## config.mk

```make
export PLATFORM = sky130hd
export DESIGN_NAME = muldiv_seq32
export DESIGN_NICKNAME = d
export VERILOG_FILES = /design/src/rtl/muldiv_seq32.sv
export SDC_FILE = /design/constraint.sdc
export NUM_CORES = 1
export LEC_CHECK = 0
export BUFFER_PORTS_ARGS = -buffer_cell sky130_fd_sc_hd__buf_2
export CAP_MARGIN = 20
export CORE_MARGIN = 1
export CORE_UTILIZATION = 30
export DETAILED_ROUTE_END_ITERATION = 10
export PLACE_DENSITY = 0.48
export SLEW_MARGIN = 20
export SYNTH_ARGS = -nofsm -noshare
export SYNTH_HDL_FRONTEND = slang
export SYNTH_SLANG_ARGS = --single-unit
```

## constraint.sdc

```tcl
create_clock -name clk -period 5.7 [get_ports clk]
set_clock_uncertainty 0.1 [all_clocks]
set_input_delay 1.14 -clock clk [delete_from_list [all_inputs] [get_ports clk]]
set_output_delay 1.14 -clock clk [all_outputs]
set_load 0.005 [all_outputs]
```

## src/rtl/muldiv_seq32.sv

```systemverilog
// muldiv_seq32: multi-cycle 32-bit multiply/divide sequencer.
// Radix-2 shift-and-add multiply and restoring divide share one adder.
// Fixed latency of 34 cycles from an accepted start to the DONE cycle.
// Optional feature macro: MULDIV_SIGNED_EN enables signed MULS/DIVS (op[1]).
module muldiv_seq32 (
  input  logic        clk,
  input  logic        rst,
  input  logic        start,
  input  logic [1:0]  op,
  input  logic [31:0] A,
  input  logic [31:0] B,
  output logic        busy,
  output logic        done,
  output logic [31:0] resHi,
  output logic [31:0] resLo,
  output logic        divZero
);

  typedef enum logic [1:0] {
    S_IDLE = 2'd0,
    S_CALC = 2'd1,
    S_FIX  = 2'd2,
    S_DONE = 2'd3
  } state_e;

  state_e      state_q, state_d;
  logic [4:0]  cnt_q, cnt_d;
  logic [31:0] acc_q, acc_d;      // MUL: upper product; DIV: remainder
  logic [31:0] lo_q, lo_d;        // MUL: multiplier/low product; DIV: dividend/quotient
  logic [31:0] opnd_q, opnd_d;    // MUL: multiplicand; DIV: divisor
  logic [31:0] a_raw_q, a_raw_d;  // original A, returned as remainder on divide by zero
  logic        is_div_q, is_div_d;
  logic        bzero_q, bzero_d;
  logic        busy_q, busy_d;
  logic        done_q, done_d;
  logic [31:0] res_hi_q, res_hi_d;
  logic [31:0] res_lo_q, res_lo_d;
  logic        div_zero_q, div_zero_d;

  logic        in_sgn_s;
  logic [31:0] a_abs_s, b_abs_s;
  logic [32:0] add_a_s, add_b_s;
  logic        add_cin_s;
  logic [33:0] sum_s;
  logic [31:0] fix_hi_s, fix_lo_s;
  logic        fix_dz_s;

`ifdef MULDIV_SIGNED_EN
  logic        sgn_q, sgn_d;
  logic        sign_a_q, sign_a_d;
  logic        sign_b_q, sign_b_d;
  logic        ovf_q, ovf_d;
  logic [63:0] prod_neg_s;

  assign in_sgn_s   = op[1];
  assign a_abs_s    = (in_sgn_s && A[31]) ? (~A + 32'd1) : A;
  assign b_abs_s    = (in_sgn_s && B[31]) ? (~B + 32'd1) : B;
  assign prod_neg_s = ~{acc_q, lo_q} + 64'd1;
`else
  logic unused_op1_s;
  assign unused_op1_s = op[1];
  assign in_sgn_s     = 1'b0;
  assign a_abs_s      = A;
  assign b_abs_s      = B;
`endif

  // Shared adder: adds the multiplicand for MUL, subtracts the divisor for DIV.
  always_comb begin
    add_a_s   = is_div_q ? {acc_q, lo_q[31]} : {1'b0, acc_q};
    add_b_s   = is_div_q ? ~{1'b0, opnd_q} : {1'b0, opnd_q};
    add_cin_s = is_div_q;
    sum_s     = {1'b0, add_a_s} + {1'b0, add_b_s} + {33'd0, add_cin_s};
  end

  // Result correction: sign fix-ups first, then divide-by-zero / overflow overrides.
  always_comb begin
    fix_hi_s = acc_q;
    fix_lo_s = lo_q;
    fix_dz_s = 1'b0;
`ifdef MULDIV_SIGNED_EN
    if (sgn_q && !is_div_q && (sign_a_q ^ sign_b_q)) begin
      fix_hi_s = prod_neg_s[63:32];
      fix_lo_s = prod_neg_s[31:0];
    end else if (sgn_q && is_div_q) begin
      fix_lo_s = (sign_a_q ^ sign_b_q) ? (~lo_q + 32'd1) : lo_q;
      fix_hi_s = sign_a_q ? (~acc_q + 32'd1) : acc_q;
    end else begin
      fix_hi_s = acc_q;
    end
`endif
    if (is_div_q && bzero_q) begin
      fix_lo_s = 32'hFFFF_FFFF;
      fix_hi_s = a_raw_q;
      fix_dz_s = 1'b1;
`ifdef MULDIV_SIGNED_EN
    end else if (ovf_q) begin
      fix_lo_s = 32'h8000_0000;
      fix_hi_s = 32'h0000_0000;
`endif
    end else begin
      fix_dz_s = 1'b0;
    end
  end

  // Next-state and datapath update for the IDLE/CALC/FIX/DONE sequencer.
  always_comb begin
    state_d    = state_q;
    cnt_d      = cnt_q;
    acc_d      = acc_q;
    lo_d       = lo_q;
    opnd_d     = opnd_q;
    a_raw_d    = a_raw_q;
    is_div_d   = is_div_q;
    bzero_d    = bzero_q;
    res_hi_d   = res_hi_q;
    res_lo_d   = res_lo_q;
    div_zero_d = div_zero_q;
`ifdef MULDIV_SIGNED_EN
    sgn_d      = sgn_q;
    sign_a_d   = sign_a_q;
    sign_b_d   = sign_b_q;
    ovf_d      = ovf_q;
`endif
    case (state_q)
      S_IDLE: begin
        if (start) begin
          state_d  = S_CALC;
          cnt_d    = 5'd31;
          acc_d    = 32'd0;
          is_div_d = op[0];
          a_raw_d  = A;
          bzero_d  = (B == 32'd0);
          lo_d     = op[0] ? a_abs_s : b_abs_s;
          opnd_d   = op[0] ? b_abs_s : a_abs_s;
`ifdef MULDIV_SIGNED_EN
          sgn_d    = in_sgn_s;
          sign_a_d = in_sgn_s & A[31];
          sign_b_d = in_sgn_s & B[31];
          ovf_d    = in_sgn_s & op[0] & (A == 32'h8000_0000) & (B == 32'hFFFF_FFFF);
`endif
        end else begin
          state_d = S_IDLE;
        end
      end
      S_CALC: begin
        if (is_div_q) begin
          if (sum_s[33]) begin
            acc_d = sum_s[31:0];
            lo_d  = {lo_q[30:0], 1'b1};
          end else begin
            acc_d = add_a_s[31:0];
            lo_d  = {lo_q[30:0], 1'b0};
          end
        end else begin
          if (lo_q[0]) begin
            acc_d = sum_s[32:1];
            lo_d  = {sum_s[0], lo_q[31:1]};
          end else begin
            acc_d = {1'b0, acc_q[31:1]};
            lo_d  = {acc_q[0], lo_q[31:1]};
          end
        end
        if (cnt_q == 5'd0) begin
          state_d = S_FIX;
        end else begin
          cnt_d = cnt_q - 5'd1;
        end
      end
      S_FIX: begin
        res_hi_d   = fix_hi_s;
        res_lo_d   = fix_lo_s;
        div_zero_d = fix_dz_s;
        state_d    = S_DONE;
      end
      S_DONE: begin
        state_d = S_IDLE;
      end
      default: begin
        state_d = S_IDLE;
      end
    endcase
    busy_d = (state_d != S_IDLE);
    done_d = (state_d == S_DONE);
  end

  // State and datapath registers with synchronous active-high reset.
  always_ff @(posedge clk) begin
    if (rst) begin
      state_q    <= S_IDLE;
      cnt_q      <= 5'd0;
      acc_q      <= 32'd0;
      lo_q       <= 32'd0;
      opnd_q     <= 32'd0;
      a_raw_q    <= 32'd0;
      is_div_q   <= 1'b0;
      bzero_q    <= 1'b0;
      busy_q     <= 1'b0;
      done_q     <= 1'b0;
      res_hi_q   <= 32'd0;
      res_lo_q   <= 32'd0;
      div_zero_q <= 1'b0;
`ifdef MULDIV_SIGNED_EN
      sgn_q      <= 1'b0;
      sign_a_q   <= 1'b0;
      sign_b_q   <= 1'b0;
      ovf_q      <= 1'b0;
`endif
    end else begin
      state_q    <= state_d;
      cnt_q      <= cnt_d;
      acc_q      <= acc_d;
      lo_q       <= lo_d;
      opnd_q     <= opnd_d;
      a_raw_q    <= a_raw_d;
      is_div_q   <= is_div_d;
      bzero_q    <= bzero_d;
      busy_q     <= busy_d;
      done_q     <= done_d;
      res_hi_q   <= res_hi_d;
      res_lo_q   <= res_lo_d;
      div_zero_q <= div_zero_d;
`ifdef MULDIV_SIGNED_EN
      sgn_q      <= sgn_d;
      sign_a_q   <= sign_a_d;
      sign_b_q   <= sign_b_d;
      ovf_q      <= ovf_d;
`endif
    end
  end

  assign busy    = busy_q;
  assign done    = done_q;
  assign resHi   = res_hi_q;
  assign resLo   = res_lo_q;
  assign divZero = div_zero_q;

endmodule

```

# ---- Word level (Yosys, flattened, before mapping)
# Index checks and enable logic that the tools add are counted.
dict set report op_classes {
  addsub 3
  eq_ne 6
  n_mux 23
  n_bitwise 1
  n_reduce_logical 9
}
# operator n
set op_table {}
lappend op_table {{$mux 32} 11}
lappend op_table {{$pmux 32 s2} 2}
lappend op_table {{$mux 33} 2}
lappend op_table {{$add 33x33->34} 1}
lappend op_table {{$add 34x1->34} 1}
lappend op_table {{$not 32->33} 1}
lappend op_table {{$logic_not 32->1} 1}
lappend op_table {{$mux 5} 2}
lappend op_table {{$pmux 5 s2} 1}
lappend op_table {{$pmux 2 s4} 1}
lappend op_table {{$eq 2x2->1 const B} 3}
lappend op_table {{$logic_not 5->1} 1}
lappend op_table {{$sub 5x1->5 const B} 1}
lappend op_table {{$ne 2x2->1 const B} 2}
lappend op_table {{$reduce_and 2->1} 2}
lappend op_table {{$reduce_bool 2->1} 2}
lappend op_table {{$mux 1} 3}
lappend op_table {{$reduce_and 3->1} 1}
lappend op_table {{$eq 2x1->1 const B} 1}
lappend op_table {{$logic_not 2->1} 1}
lappend op_table {{$mux 2} 1}
lappend op_table {{$logic_and 1x1->1} 1}
dict set report word_totals {
  register_bits 204
  inputBits 69
  out_inout_bits 67
  wordCells 55
}

# ---- Depth between registers and ports, before layout
dict set report logic_depth {
  depth_word 7
  depth_mapped 17
  ltp_nobuf 12
}

# ---- Worst setup path after synthesis
# Ideal clock, no wire load.
dict set report synth_timing {
  kind {register to register}
  startpoint {reg is_div_q (netlist: add_cin_s)}
  endpoint {reg acc_q[26]}
  setup_ns 0.096
  t_arrival_ns 3.712
  t_required_ns 5.504
  setup_slack_ns 1.792
  path_stages_with_launch 15
  path_buffers 3
  period_less_slack_ns 3.908
  path_cell_list {dfxtp_1 > clkbuf_1 > clkbuf_1 > clkbuf_1 > mux2_2 > ha_1 > a21oi_1 > o221ai_2 > a31oi_1 > o21ai_2 > a31oi_1 > o31ai_1 > xor2_1 > nor2_1 > o41ai_2}
}
dict set report synth_between {
  elab_chain_cells 6
  elab_cells_between_ends 8
  cone_classes {2 x add/sub; 6 x mux}
}
# element line
set synth_lines {}
lappend synth_lines {{start: declaration} 32} ;# logic is_div_q, is_div_d;
lappend synth_lines {{start signal: assignment} 215} ;# is_div_q <= is_div_d;
lappend synth_lines {{$mux 33, on equally long branches} {69, 70}}
lappend synth_lines {{$add 33x33->34} 72} ;# sum_s = {1'b0, add_a_s} + {1'b0, add_b_s} + {33'd0, add_cin_s};
lappend synth_lines {{$add 34x1->34} 72}
lappend synth_lines {{$mux 32, on equally long branches} {155, 147}}
lappend synth_lines {{$mux 32 *} 146} ;# if (is_div_q) begin
lappend synth_lines {{$pmux 32 s2 *} 124} ;# case (state_q)
lappend synth_lines {{end signal: assignment} 191} ;# acc_q <= 32'd0;
lappend synth_lines {{end signal: assignment} 211} ;# acc_q <= acc_d;
lappend synth_lines {{end: declaration} 28} ;# logic [31:0] acc_q, acc_d;
# Every way passes the cells marked *; elsewhere a longest branch is shown, timed or not.
# A chain may end at the register's enable or synchronous reset.

# ---- Final worst setup path
dict set report layout_timing {
  startpoint {reg is_div_q (netlist: add_cin_s)}
  endpoint {reg acc_q[29]}
}
# Same word-level chain as after synthesis.

==> impl_metrics.ini <==
[synth]
synthSimpleGateAreaFrac_pct = 16.4
yosys.area_share.xor_xnor_pct = 4.85
syn_area_um2 = 11700
synth_top_family_by_area = compound AO/OA/AOI/OAI gates
yosys_warnings = 0
muxShareOfSynthArea_pct = 12.2
synthCells = 1426
syn_nets = 1528
ys_types = 66
avgSynthCellArea_um2 = 8.23
synthArstFlopShare_pct = 0
seq_area_frac_synth_pct = 34.8
synth_compound_area_share_pct = 23.7
synthFlopType = dfxtp_1
synth.ff_latch_count = 204
synth_edf_count = 0
synth_fa_ha_area_share_pct = 3.58

[final_layout]
final_common_cell = dfxtp_1
final_cell_mix = dfxtp_1 (203), nor2_1 (169), nand2_1 (168)
fillers = 4105
diodes = 0
area_delta_synth_final_pct = 15.6
fin_nets = 1589
drive_gt1_share_pct = 16.4
design_area_um2 = 13600

[placement]
gp_congestion = 0.882
io_buffers = 134
pre_cts_ws_ns = 1.41
detailed_place_hpwl_um = 26500
postPlaceCellArea_um2 = 12800

[critical_path]
cp-start-kind = flop
cp_common_cell = nand2_1
crit_path_cell_trace = buf_4 > mux2_2 > ha_1 > nand2_1 > nor3_1 > nand3_1 > o21ai_1 > a21oi_2 > o211a_1 > nand2_1 > o221ai_1 > a21boi_0
cp_slowest_cell = dfxtp_4
worstSetupEndpointType = flop
cp_max_fo = 38
max_stage_delay_ns = 0.66
worst_ep_arrival_time_ns = 4.64
worst-path-buf-inv = 1
cp_data_required_time_ns = 6.06
r2r_cells = 12
critical_path_depth = 12
path_class = flop to flop
critPathTopFamily = simple AND/OR/NAND/NOR gates

[route]
drt_wl_total_um = 37900
route.antenna.remaining_nets = 0
wl_per_cell_um = 18.8
vias_per_cell = 5.29
drt_iter0_drc = 495
vias = 10700
drc = 0
drt_pass1_iterations = 5

[die]
die-width_um = 200
std_cell_rows = 72
die-area_um2 = 39900
die_y_um = 200
core_region_area_um2 = 38600
io_pins = 136
start_util_pct = 30.4

[clock_network]
cts_resized = 0
post_cts_buffers = 0
ctsHoldBuffers = 0
numCtsBuffers = 24
clk_latency_ns = 0.53
root_buffer = clkbuf_16
path_clk_slew_ns = 0.06
cts_max_path_buffers = 3
cts_sinks = 204
htreeDepth = 1
cts_tree = built

[grt]
grt_use_total_pct = 19.0
grt_start_max_net_pins = 78
grt_pass1_vias = 10300
overflow = 0
antenna_found_initial = 4
grt_pass1_wl_um = 59900

[timing]
fmax_mhz = 234
fin_setup_tns_ns = 0
tightest_slew_ns = 1.03
fin_ws_ns = 1.42
timing.final.crit_share_pct = 75.1
hold_ws_ns = 0.355
hold_violations = 0
maxSlewHeadroom_pct = 31.4
rsz0062_at_grt = false
drv_slew = 0
finalSetupViolations = 0
period_needed_ns = 4.28

[worst_hold_path]
hp-class = flop to flop
hold_depth = 2

[power_and_ir_drop]
power_density_nw_per_um2 = 301
p_leak_nw = 5.46
ir_drop_mv = 0.208

[outcome]
status = completed

[flow_run]
cap_violations = 0
## synth_stat cells (all sizes together) (5+ instances only)
| library cell | instances | area [um2] |
|---|---|---|
| a21o | 11 | 82.6 |
| a211oi | 102 | 766 |
| a311oi | 32 | 280 |
| inv | 15 | 56.3 |
| nand3b | 12 | 90.1 |
| dfxtp | 204 | 4080 |
| xnor2 | 16 | 140 |
| ha | 32 | 400 |
| nand2 | 169 | 634 |
| xor2 | 49 | 429 |
| nand4 | 5 | 31.3 |
| mux2 | 36 | 405 |
| o22ai | 35 | 225 |
| nor4 | 11 | 68.8 |
| buf | 25 | 109 |
| o211ai | 10 | 88.8 |
| nor3 | 6 | 30.0 |
| o31ai | 9 | 86.3 |
| a21oi | 86 | 434 |
| nand3 | 44 | 220 |
| clkbuf | 94 | 354 |
| nor2 | 171 | 644 |
| nand2b | 8 | 50.1 |
| a31oi | 8 | 50.1 |
| o21ai | 57 | 289 |
| and2 | 5 | 31.3 |
| o221ai | 20 | 181 |
| mux2i | 103 | 1030 |
| nor2b | 11 | 68.8 |
## layout make-up
type	instances	area [um2]	area share, %
Tap cell	518	648	4.78
Clock inverter	8	65.1	0.480
Timing Repair Buffer	154	842	6.21
Multi-Input combinational cell	1087	7160	52.7
Inverter	16	60.1	0.443
Clock buffer	34	709	5.23
Sequential cell	204	4090	30.1
## registers in the layout, indices dropped and copies added (netlist names)
signal,flops
resHi,32
resLo,32
divZero,1
cnt_q,5
lo_q,32
add_cin_s,1
opnd_q,32
acc_q,32
state_q,2
bzero_q,1
done,1
busy,1
a_raw_q,32
## power breakdown
group | total [W] | internal [W] | switching (W)
clock network | 0.00153 | 0.000906 | 0.000625
logic | 0.000894 | 0.000343 | 0.000551
registers | 0.00166 | 0.00154 | 0.000114
## routing by layer
metal | vias to the layer above | share of wire (%) | GRT usage (%)
met4 | 8 | 2.3 | 5.80
met5 | - | 0.12 | 0
met3 | 57 | 4.7 | 2.64
met1 | 5047 | 49 | 27.3
li1 | 5339 | - | -
met2 | 231 | 44 | 29.3
## path summary, 6_finish.rpt
path / start / to / slack (ns)
worst min-delay path: a_raw_q[27]$_SDFFE_PP0P_ / a_raw_q[27]$_SDFFE_PP0P_ / 0.35
worst max-delay path: add_cin_s$_SDFFE_PP0P_ / acc_q[29]$_SDFFE_PP0P_ / 1.42
worst min register to register: a_raw_q[27]$_SDFFE_PP0P_ / a_raw_q[27]$_SDFFE_PP0P_ / 0.35
worst max register to register: add_cin_s$_SDFFE_PP0P_ / acc_q[29]$_SDFFE_PP0P_ / 1.42
## tightest hold or removal path, cell delays in order, from the launching register on
cell	delay, ns
dfxtp_1	0.31
nand2_1	0.05
a21oi_1	0.05
## through the flow
stage	std cells	total power [W]	utilization [%]
CTS	2021	0.00413	35.1
finish	2021	0.00408	35.1
global placement	1979	0.00257	33.1
floorplan	1426	0.00230	-
global route	2021	0.00429	35.1
detailed placement	1979	0.00258	33.1
## kinds of logic after synthesis
logic type,count (synthesis)
adders and majority gates,33
DFF,204
xor gates and xnor gates,65
muxes,139
and+or+nand+nor,450
buffers and inverters,135
AOI/OAI and AO/OA,400
Note: power is estimated with default switching activity, not from simulation.
